--- src/rtl/scp_decode_pkg.sv ---
// Shared microcode sequencer definitions: widths, microword fields, next-address
// select encodings, fixed vectors and sequencer states.
package scp_decode_pkg;

  localparam int UWORD_W  = 44;
  localparam int UADDR_W  = 10;
  localparam int OPCODE_W = 7;

  // Microword field positions
  localparam int DECODE_NEXT_SEL_LSB = 28;
  localparam int DECODE_NEXT_SEL_MSB = 29;
  localparam int DECODE_NEXT_LSB     = 30;
  localparam int DECODE_NEXT_MSB     = 39;
  localparam int RST_OUT_BIT         = 42;

  localparam logic [UADDR_W-1:0] FETCH_VEC = 10'h000;
  localparam logic [UADDR_W-1:0] RESET_VEC = 10'h004;
  localparam logic [UADDR_W-1:0] IRQ_VEC   = 10'h008;

  typedef enum logic [1:0] {
    SEL_NEXT     = 2'd0,
    SEL_DISPATCH = 2'd1,
    SEL_FETCH    = 2'd2,
    SEL_COND     = 2'd3
  } next_sel_e;

  typedef enum logic {
    ST_PRIME = 1'b0,
    ST_RUN   = 1'b1
  } seq_state_e;

  // Opcode dispatch lands on a 4-word aligned slot in the upper half of the ROM.
  function automatic logic [UADDR_W-1:0] dispatch_addr(input logic [OPCODE_W-1:0] opcode);
    return {1'b1, opcode, 2'b00};
  endfunction

endpackage

--- src/rtl/decode_next_mux.sv ---
// Combinational next-microaddress selection and interrupt-take decision.
// RST_OUT overrides everything; irq is only considered on fetch boundaries.
module decode_next_mux
  import scp_decode_pkg::*;
(
  input  logic [UWORD_W-1:0]  rom_data,
  input  logic [UADDR_W-1:0]  upc,
  input  logic [OPCODE_W-1:0] ir_opcode,
  input  logic                alu_zero,
  input  logic                irq,
  input  logic                irq_enable,
  output logic [UADDR_W-1:0]  next_addr,
  output logic                irq_take
);

  next_sel_e          sel;
  logic [UADDR_W-1:0] dec_next;
  logic [UADDR_W-1:0] upc_inc;
  logic               rst_out;
  logic               unused_bits;

  assign sel      = next_sel_e'(rom_data[DECODE_NEXT_SEL_MSB:DECODE_NEXT_SEL_LSB]);
  assign dec_next = rom_data[DECODE_NEXT_MSB:DECODE_NEXT_LSB];
  assign rst_out  = rom_data[RST_OUT_BIT];
  assign upc_inc  = upc + 10'd1;

  assign unused_bits = ^{rom_data[UWORD_W-1], rom_data[RST_OUT_BIT-1:DECODE_NEXT_MSB+1],
                         rom_data[DECODE_NEXT_SEL_LSB-1:0]};

  always_comb begin
    next_addr = upc_inc;
    irq_take  = 1'b0;
    unique case (sel)
      SEL_NEXT:     next_addr = dec_next;
      SEL_DISPATCH: next_addr = dispatch_addr(ir_opcode);
      SEL_FETCH: begin
        if (irq && irq_enable) begin
          next_addr = IRQ_VEC;
          irq_take  = 1'b1;
        end else begin
          next_addr = FETCH_VEC;
        end
      end
      SEL_COND:     next_addr = alu_zero ? dec_next : upc_inc;
      default:      next_addr = upc_inc;
    endcase
    // A microcoded reset beats both the select field and a pending interrupt.
    if (rst_out) begin
      next_addr = RESET_VEC;
      irq_take  = 1'b0;
    end
  end

endmodule

--- src/rtl/decode_sequencer.sv ---
// Microcode sequencer: PRIME cycle fills the synchronous ROM pipeline, RUN executes
// one microword per unstalled cycle; stall holds upc and emits NOPs.
module decode_sequencer
  import scp_decode_pkg::*;
(
  input  logic                clk,
  input  logic                rst,
  output logic [UADDR_W-1:0]  rom_addr,
  input  logic [UWORD_W-1:0]  rom_data,
  input  logic [OPCODE_W-1:0] ir_opcode,
  input  logic                alu_zero,
  input  logic                irq,
  input  logic                irq_enable,
  input  logic                stall,
  output logic [UWORD_W-1:0]  uword,
  output logic                irq_ack,
  output logic [UADDR_W-1:0]  upc
);

  seq_state_e         state_q, state_d;
  logic [UADDR_W-1:0] upc_q, upc_d;
  logic [UADDR_W-1:0] next_addr;
  logic               irq_take;

  decode_next_mux u_next_mux (
    .rom_data   (rom_data),
    .upc        (upc_q),
    .ir_opcode  (ir_opcode),
    .alu_zero   (alu_zero),
    .irq        (irq),
    .irq_enable (irq_enable),
    .next_addr  (next_addr),
    .irq_take   (irq_take)
  );

  always_ff @(posedge clk or posedge rst) begin
    if (rst) begin
      state_q <= ST_PRIME;
      upc_q   <= RESET_VEC;
    end else begin
      state_q <= state_d;
      upc_q   <= upc_d;
    end
  end

  // rom_addr always points at what rom_data must hold next cycle; holding upc
  // keeps the current word on rom_data across PRIME and stall cycles.
  always_comb begin
    state_d  = state_q;
    upc_d    = upc_q;
    rom_addr = upc_q;
    uword    = '0;
    irq_ack  = 1'b0;
    unique case (state_q)
      ST_PRIME: state_d = ST_RUN;
      ST_RUN: begin
        if (!stall) begin
          uword    = rom_data;
          rom_addr = next_addr;
          upc_d    = next_addr;
          irq_ack  = irq_take;
        end
      end
      default: state_d = ST_PRIME;
    endcase
  end

  assign upc = upc_q;

endmodule

--- config.mk ---
export PLATFORM = sky130hd
export DESIGN_NAME = decode_sequencer
export DESIGN_NICKNAME = d
export VERILOG_FILES = /design/src/rtl/scp_decode_pkg.sv /design/src/rtl/decode_next_mux.sv /design/src/rtl/decode_sequencer.sv
export SDC_FILE = /design/constraint.sdc
export NUM_CORES = 1
export LEC_CHECK = 0
export BUFFER_PORTS_ARGS = -buffer_cell sky130_fd_sc_hd__buf_2
export CORE_UTILIZATION = 39
export CTS_CLUSTER_SIZE = 25
export DETAILED_ROUTE_END_ITERATION = 8
export HOLD_SLACK_MARGIN = 0.03
export PLACE_DENSITY = 0.91
export SETUP_SLACK_MARGIN = 0.1
export SYNTH_ARGS = -nofsm -noshare
export SYNTH_HDL_FRONTEND = slang
export SYNTH_SLANG_ARGS = --single-unit
--- constraint.sdc ---
create_clock -name clk -period 3.1 [get_ports clk]
set_clock_uncertainty 0.05 [all_clocks]
set_input_delay 0.465 -clock clk [delete_from_list [all_inputs] [get_ports clk]]
set_output_delay 0.465 -clock clk [all_outputs]
set_load 0.1 [all_outputs]
### Word-level counts from Yosys, hierarchy flattened

Index checks and enable logic that the tools add are counted.

* input bits: 57
* bits in registers: 11
* output and inout port bits: 65
* logic and storage cells: 21

* $add $sub $neg: 1
* reductions and logical operators: 2
* multiplexer cells: 13
* equality and inequality tests: 3

Operators with widths (number)
* $mux 44: 2
* $mux 10: 4
* $pmux 10 s4: 1
* $add 10x1->10 const B: 1
* $mux 1: 5
* $eq 2x2->1 const B: 2
* $mux 4: 1
* $eq 2x1->1 const B: 1
* $logic_not 2->1: 1
* $logic_and 1x1->1: 1

### Depth between registers and ports, before layout

Gate-level depths: netlist (run 1).

* depth in word-level cells: 6
* depth in mapped cells: 6

### Modules after synthesis

From an unflattened synthesis (run 1), not the netlist that was laid out.

* cell total of the unflattened synthesis: 157
* area, all modules: 1256.2 sq um

Modules (own cells, without submodules)
* decode_sequencer: cells an instance 75, seq. area each 276.5 sq um, area each 758.2 sq um, times used 1
* decode_next_mux: cells an instance 82, seq. area each 0.0 sq um, area each 498.0 sq um, times used 1

### Least setup slack after synthesis (run 1)

No wires, ideal clock.

* path kind: reg-to-output
* start: register upc_q[1], in the netlist upc[1]
* end: output port rom_addr[5]
* slack: -1.941 ns
* cell stages (with the launch flop): 6
* data arrival time: 4.526 ns
* data required time: 2.585 ns
* cells stage by stage: dfrtp_1 -> and3_4 -> nand3_1 -> xnor2_1 -> nor3_1 -> nor4_1

* longest elaborated chain between the ends: 6

RTL lines
* start, declared: line decode_sequencer.sv:21 `logic [UADDR_W-1:0] upc_q, upc_d;`
* start signal, assigned: line decode_sequencer.sv:42 `upc_q <= upc_d;`
* $add 10x1->10: line decode_next_mux.sv:25 `assign upc_inc = upc + 10'd1;`
* $mux 10: line decode_next_mux.sv:44 `SEL_COND: next_addr = alu_zero ? dec_next : upc_inc;`
* $pmux 10 s4: line decode_next_mux.sv:33 `unique case (sel)`
* $mux 10: line decode_next_mux.sv:48 `if (rst_out) begin`
* $mux 10: line decode_sequencer.sv:57 `if (!stall) begin`
* $mux 10: line decode_sequencer.sv:54 `unique case (state_q)`
* end, declared: line decode_sequencer.sv:8 `output logic [UADDR_W-1:0] rom_addr,`

Every way passes these cells.

### Worst setup path after layout (run 1)

* start: register upc_q[0], in the netlist upc[0]
* end: output port rom_addr[8]

Same word-level chain as after synthesis.

==> results of run 1 <==
power groups by stage:
stage	sequential (µW)	clock [µW]	combinational [µW]
after floorplan	302	0	401
after global placement	187	0	647
after detailed placement	188	0	651
after CTS	185	95.7	653
after global routing	188	104	674
final	186	91.3	651
per-layer routing:
layer,global-route usage,vias up,part of all wire
met2,0.362,73,0.49
met5,0,-,0
met3,0.00659,4,0.059
met4,0.0714,0,0.0092
met1,0.309,723,0.45
li1,-,815,-
cell families (layout without fill, tap and decap cells):
family	after synthesis	count (layout)	synth area share
mux	6	6	0.0478
buf+inv	20	137	0.0866
fa+ha+maj	1	1	0.00995
compound gates	40	40	0.228
simple gates	85	85	0.391
other cells	1	1	0.00298
flops	11	11	0.220
xor+xnor	2	2	0.0139
placed cells by master (no fill, tap or decap), types with 2 or more instances in the layout:
cell      instances
nand4_1           2
clkbuf_4          3
nor3_1            5
dfrtp_1           7
dfrtp_2           3
a21oi_1           7
and2_1           43
o21ai_1           3
a31oi_1           4
nand2b_1          4
buf_4             3
o22ai_1           2
and3_4            3
nor4_1            2
nand2_1           5
nor2_1           13
o21bai_1          2
o21ai_0           5
inv_1             9
mux2i_1           6
nand3_1           5
buf_12            6
buf_2           115
registers in the layout (all words and copies together), names as in the netlist:
register and flops:
upc 10, state_q 1
final timing paths:
path	end	slack, ns	depth (start not counted)
setup / recovery	rom_addr[8]	0.45	7
hold / removal	upc[5]	0.12	2
setup reg to reg	upc[8]	1.36	6
hold reg to reg	upc[8]	0.50	1
max in group asynchronous	upc[2]	2.57	2
min in group clk	upc[0]	0.46	3
worst max-delay path, cell delays in order (launching register included):
cell and delay (ns):
dfrtp_2 0.42, ha_1 0.24, and3_4 0.20, and3_4 0.19
a311oi_1 0.27, nor2_1 0.07, o22a_1 0.20, buf_2 0.30
layout make-up:
cell class	count	area [µm²]	area share
timing repair buffer	124	718	0.353
tap	44	55.1	0.0270
sequential	11	280	0.138
inverter	9	33.8	0.0166
multi-input combinational	135	923	0.453
clock buffer	4	26.3	0.0129
stage by stage:
step | hold WS, ns | util | setup slack [ns] | instance area [µm²]
3_5_place_dp | 0.412 | 0.659 | 0.534 | 2010
4_1_cts | 0.125 | 0.667 | 0.441 | 2040
6_report | 0.122 | 0.667 | 0.455 | 2040
5_1_grt | 0.152 | 0.667 | 0.333 | 2040
2_1_floorplan | 0.267 | - | 0.0462 | 1310
3_3_place_gp | 0.402 | 0.659 | 0.596 | 2010
==> metrics, run 1 <==
status=finished clean; internal power=349 µW; RD Place Congestion=0.871; switching part of the total=0.624; overall power=928 µW; Detailed Routing Iterations Pass 1=4; RSZ-0062 raised after global routing=no; Final ANT Viol Nets=0; Post-Place Cells=323; period utilization=0.853; final non-filler cell total=327; nets=342; share of power burned in registers=0.201; combinational fraction of design power=0.701; startpoint types=flip-flop; WL/cell=12.3 µm; Worst EP required=2.58 ns; post-synth top area share=0.214; Most used DFF post-synth=dfrtp_1; Initial Utilization=0.412; Ant. Diodes=0; Filler Cells Inserted=292; Cell Rows=20; total routed wirelength=4030 µm; Synth-to-Final Area Change=62.0%; Post-DP HPWL=3260 µm; syn nets=224; clock share of power=0.098; Final setup viols=0; initial drt markers=58; CTS Buffer Depth=2; Hold Vio Cnt, Final=0; Arr. time, crit path=2.13 ns; post-CTS setup buffers=0; largest net degree at the start of global routing=39; total global-route track usage=0.219; share of post-route cells with drive strength above 1=0.491; post-route minimum period=2.65 ns; total number of vias=1,615; CTS tree=built; Synth Warn #=0; most frequent cell after synthesis=and2_1; first-pass GRT wire length=5890 µm; Seq cells post-synth=11; setup TNS=0 ns; Max VDD drop=0.355 mV; sequential fraction of the synthesis area=0.220; static leakage=0.00111 µW; Clk Tree Root Cell=clkbuf_4; vias per cell=4.94; Setup Crit Path Kind=flip-flop to output pin; CP Capture Type=output pin; DRC errors left=0; CTS buffer count=3; Core Region=0.00305 mm²; worst min path class=primary input to asynchronous set/reset pin; Max Slew Vio Count=0; max-cap viol count=0; cell taking the most area after synthesis=and2_1; top post-synthesis cells by area=and2_1, dfrtp_1, mux2i_1, nor2_1, a21oi_1; Post-synth top cells=and2_1, nor2_1, dfrtp_1; number of synthesized flops with an enable pin=0; Ports=122; Die Ht=58.8 µm; Post-CTS Hold Fix Bufs=0; Netlist cell types=45; initial antenna violation count=0; CTS H-tree depth=1; CTS sink cnt=11; GRT Residual Overflow=0; Fmax achieved=378 MHz; full die area=0.00346 mm²; Die Wd=58.8 µm; asr flop ratio synth=1.00; clk slew on worst S/H paths=0.06 ns; vias in the first global route=1,300; post-CTS sizing=0; Worst Path Max Fanout=4; Mapped Area=0.00126 mm²; Cells after Synth=166; PD cells=456 mW/mm²; Psw=579 µW; Clk Latency, worst-skew pair=0.26 ns; syn avg cell area=7.58 µm²; source of the worst register-to-register timing path=upc[0]; Setup crit start=upc[0]; IO buf count=121
(Power assumes the default switching activity.)
==> inputs of run 2 (changes only) <==
--- a/config.mk
+++ b/config.mk
@@ -6,6 +6,7 @@
 export NUM_CORES = 1
 export LEC_CHECK = 0
 export BUFFER_PORTS_ARGS = -buffer_cell sky130_fd_sc_hd__buf_2
+export CORE_ASPECT_RATIO = 0.6
 export CORE_UTILIZATION = 39
 export CTS_CLUSTER_SIZE = 25
 export DETAILED_ROUTE_END_ITERATION = 8
==> run 2 against run 1 <==
Compared with the run above: cell count is 1.2% lower; critical path depth did not move; total power rose by 5.3%; worst setup slack worse by 0.012 ns; core utilization is 2.0 points higher; first-iteration DRC count rose to 2.9 times the previous value; clock power grew 52%; sequential power about the same; critical path type unchanged.
==> metrics, run 2 (synthesis gave the netlist of run 1 again) <==
Final ANT Viol Nets=0; Clk Latency, worst-skew pair=0.23 ns; wire length on met3=466 µm; CP Capture Type=output pin; Post-DP HPWL=3340 µm; total global-route track usage=0.234; Setup Crit Path Kind=flip-flop to output pin; setup slack after placement=0.591 ns; initial antenna violation count=0; CTS Buffer Depth=2; Initial Utilization=0.424; full die area=0.00346 mm²; Post-CTS Hold Fix Bufs=0; Die Wd=75.3 µm; post-route minimum period=2.66 ns; Hold Vio Cnt, Final=0; Fmax achieved=376 MHz; worst min path class=primary input to asynchronous set/reset pin; met2 WL=1710 µm; RD Place Congestion=0.920; Filler Cells Inserted=271; CTS tree=built; Final setup viols=0; setup TNS=0 ns; post-CTS sizing=0; IO buf count=121; most frequent cells in the layout=buf_2, and2_1, nor2_1, inv_1; most common cell after layout, fill and taps aside=buf_2; vias in the first global route=1,283; max-cap viol count=0; area of the multi-input gates=923 µm²; Sequential Area=280 µm²; PD cells=480 mW/mm²; WL/cell=13.1 µm; largest net degree at the start of global routing=50; Core Region=0.00297 mm²; uppermost layer routed=met4; share of post-route cells with drive strength above 1=0.488; wl on met1=2050 µm; Max VDD drop=0.413 mV; total routed wirelength=4230 µm; Worst Path Max Fanout=4; Layout Utilization=0.687; Max Slew Vio Count=0; nets=340; GRT Residual Overflow=0; Worst EP required=2.58 ns; Cell Rows=15; period utilization=0.857; Arr. time, crit path=2.14 ns; Ports=122; first-pass GRT wire length=6110 µm; total number of vias=1,590; CTS buffer count=3; final instance area=0.00204 mm²; clk slew on worst S/H paths=0.05 ns; Detailed Routing Iterations Pass 1=4; startpoint types=flip-flop; Largest register FFs=10; Synth-to-Final Area Change=62.1%; RSZ-0062 raised after global routing=no; R2R cell count=6; static leakage=0.00111 µW; Clk Tree Root Cell=clkbuf_8; PnR worst setup slack=0.443 ns; vias per cell=4.92; CTS sink cnt=11; CTS H-tree depth=1; status=finished clean; DRC errors left=0; final hold slack=0.163 ns; Die Ht=46.0 µm; placed instance area=0.00199 mm²; post-CTS setup buffers=0; Ant. Diodes=0; initial drt markers=170
[run 2: changes by cell type in the layout (fill, tap and decap cells not counted)]
cell and delta:
buf_4 -2, clkbuf_4 -3, clkbuf_8 +3
[run 2: layout make-up]
class,instances,area share
multi-input combinational,135,0.453
sequential,11,0.138
tap,42,0.0258
inverter,9,0.0166
timing repair buffer,122,0.345
clock buffer,4,0.0221
[run 2: path summary, 6_finish.rpt]
path | startpoint | slack [ns] | to
setup / recovery | upc[0] | 0.44 | rom_addr[8]
hold / removal | rst | 0.16 | upc[8]
setup reg to reg | upc[0] | 1.32 | upc[8]
hold reg to reg | upc[8] | 0.51 | upc[8]
max in group asynchronous | rst | 2.52 | upc[2]
min in group clk | rom_data[30] | 0.51 | upc[0]
[run 2: where the power goes]
group,internal (µW),leakage [µW],switching (µW)
combinational,136,0.000954,517
clock,89.9,0.0000228,49.3
sequential,163,0.000135,23.5
[run 2: routing by layer]
| layer | track usage | vias to the layer above |
|---|---|---|
| li1 | - | 810 |
| met1 | 0.356 | 679 |
| met2 | 0.325 | 99 |
| met3 | 0.0664 | 2 |
| met4 | 0.0407 | 0 |
| met5 | 0 | - |
[run 2: per-stage QoR]
stage,total power (µW),instances
floorplan,703,166
finish,978,323
global route,1020,323
global placement,833,319
detailed placement,838,319
CTS,981,323
[run 2: worst max-delay path, stage by stage, from the launching register on]
cell      delay (ns)
dfrtp_2         0.42
ha_1            0.23
and3_4          0.20
and3_4          0.18
a311oi_1        0.28
nor2_1          0.08
o22a_1          0.22
buf_2           0.30
==> inputs of run 3 (changes only) <==
--- a/config.mk
+++ b/config.mk
@@ -7,11 +7,11 @@
 export LEC_CHECK = 0
 export BUFFER_PORTS_ARGS = -buffer_cell sky130_fd_sc_hd__buf_2
 export CORE_ASPECT_RATIO = 0.6
-export CORE_UTILIZATION = 39
+export CORE_UTILIZATION = 33
 export CTS_CLUSTER_SIZE = 25
 export DETAILED_ROUTE_END_ITERATION = 8
 export HOLD_SLACK_MARGIN = 0.03
-export PLACE_DENSITY = 0.91
+export PLACE_DENSITY = 0.82
 export SETUP_SLACK_MARGIN = 0.1
 export SYNTH_ARGS = -nofsm -noshare
 export SYNTH_HDL_FRONTEND = slang
==> constraint.sdc (replaced) <==
create_clock -name clk -period 2.3 [get_ports clk]
set_clock_uncertainty 0.05 [all_clocks]
set_input_delay 0.345 -clock clk [delete_from_list [all_inputs] [get_ports clk]]
set_output_delay 0.345 -clock clk [all_outputs]
set_load 0.1 [all_outputs]
==> run 3 against run 2 <==
Compared with the run above: the run now ends with setup timing left; non-clock buffer count grew 17; cell count up 6.2%; cell area is 50% higher; total power grew 64%; worst setup slack worse by 0.76 ns; die area up 18%; clock-buffer cell count down 1; critical endpoint unchanged.
==> metrics, run 3 (synthesis gave the netlist of run 1 again) <==
Worst Path Max Fanout=5; internal power=692 µW; status=finished, violations left; Psw=915 µW; Max Slew Vio Count=0; Core Region=0.00344 mm²; nets=357; initial antenna violation count=0; failing checks=setup timing; Worst EP required=1.90 ns; clk slew on worst S/H paths=0.06 ns; Final ANT Viol Nets=0; setup slack after placement=-0.0555 ns; RSZ-0062 raised after global routing=yes; CTS buffer count=3; Ports=122; most common cell after layout, fill and taps aside=buf_2; final instance area=0.00306 mm²; CTS sink cnt=11; Largest register FFs=10; total global-route track usage=0.315; post-route minimum period=2.61 ns; Cell Rows=16; initial drt markers=198; RD Place Congestion=0.976; full die area=0.00407 mm²; Detailed Routing Iterations Pass 1=5; Arr. time, crit path=2.22 ns; clock share of power=0.127; static leakage=0.00136 µW; CP peak stage delay=0.64 ns; Die Wd=81.7 µm; vias in the first global route=1,783; Ant. Diodes=0; max-cap viol count=0; DRC errors left=0; R2R cell count=6; Hold Vio Cnt, Final=0; total routed wirelength=7740 µm; r2r endpoint=upc[8]; Die Ht=49.8 µm; Max VDD drop=0.679 mV; Clk Latency, worst-skew pair=0.25 ns; startpoint types=flip-flop; Post-CTS Hold Fix Bufs=0; first-pass GRT wire length=9480 µm; chain of cells forming the critical path=and3_4 -> buf_6 -> nand3_1 -> nor4_1 -> nor3_1 -> o22a_2 -> buf_12; GRT Residual Overflow=0; final non-filler cell total=343; most frequent cells in the layout=buf_2, buf_12, and2_1, buf_4, nor2_1; largest net degree at the start of global routing=38; switching part of the total=0.569; worst min path class=primary input to asynchronous set/reset pin; CP Capture Type=output pin; period utilization=1.14; Initial Utilization=0.365; Post-DP HPWL=4550 µm; CTS tree=built; Clk Tree Root Cell=clkbuf_8; PD cells=524 mW/mm²; Worst R2R Setup Slack=0.33 ns; Final setup viols=7; placed instance area=0.00280 mm²; combinational fraction of design power=0.703; Post-Place Cells=331; WL/cell=22.6 µm; share of post-route cells with drive strength above 1=0.607; vias per cell=5.98; total number of vias=2,051; PnR worst setup slack=-0.313 ns; share of power burned in registers=0.170; source of the worst register-to-register timing path=upc[2]; Crit-path slowest cell=dfstp_4; Setup Crit Path Kind=flip-flop to output pin; CTS Buffer Depth=2; Synth-to-Final Area Change=144%; CTS H-tree depth=1; Fmax achieved=383 MHz; IO buf count=121
## run 3: cell types whose count changed in the layout (fill, tap and decap cells not counted), sizes merged
cell	previous run	this run
buf	122	139
clkbuf	4	3
clkinv	0	1
## run 3: routing by layer
layer,GRT usage,wire [µm],share of wire
met5,0,0,0
met4,0.114,402,0.052
met3,0.0815,1060,0.14
met2,0.506,3600,0.47
met1,0.406,2670,0.35
## run 3: how the worst max path moves through the flow
stage,startpoint,to,slack (ns),cells after the start
after global routing,upc[2],rom_addr[8],-0.34,7
after CTS,upc[0],rom_addr[3],-0.14,7
after detailed placement,upc[0],rom_addr[8],-0.06,7
after global placement,upc[0],rom_addr[8],0.04,7
final,upc[2],rom_addr[8],-0.31,7
after floorplan,upc[2],rom_addr[5],-0.47,5
## run 3: area by class of cell
cell class | instances | area (µm²)
Timing Repair Buffer | 139 | 1550
Inverter | 9 | 33.8
Multi-Input combinational cell | 135 | 1090
Clock buffer | 3 | 41.3
Tap cell | 45 | 56.3
Clock inverter | 1 | 5.00
Sequential cell | 11 | 294
Fill cell | 136 | 379
## run 3: worst max-delay path, delay by kind of cell, from the launching register on
| kind | cells | cell delay [ns] |
|---|---|---|
| and+or+nand+nor | 4 | 0.76 |
| DFF | 1 | 0.64 |
| buffers and inverters | 2 | 0.30 |
| AOI/OAI and AO/OA | 1 | 0.28 |
## run 3: timing repair
action                                  CTS  global route
hold endpoints to repair                  0             0
pin swaps                                 6            10
endpoints found under the setup margin    7            10
buffers inserted                          4             4
gates resized for setup                  13            16
cloned                                    0             0
## run 3: power by group through the flow
stage | sequential [µW] | clock (µW) | combinational [µW]
final | 273 | 205 | 1130
after global routing | 273 | 214 | 1150
after CTS | 258 | 206 | 1090
after detailed placement | 259 | 0 | 1050
after global placement | 255 | 0 | 1040
after floorplan | 413 | 0 | 552
## run 3: metrics by stage
stage | utilization | TNS [ns] | hold slack (ns) | total power [µW]
finish | 0.890 | -1.34 | 0.0315 | 1610
global route | 0.890 | -1.61 | 0.0743 | 1640
CTS | 0.856 | -0.619 | 0.0346 | 1550
global placement | 0.814 | 0 | 0.298 | 1300
floorplan | - | -1.63 | 0.146 | 965
detailed placement | 0.814 | -0.0555 | 0.305 | 1310
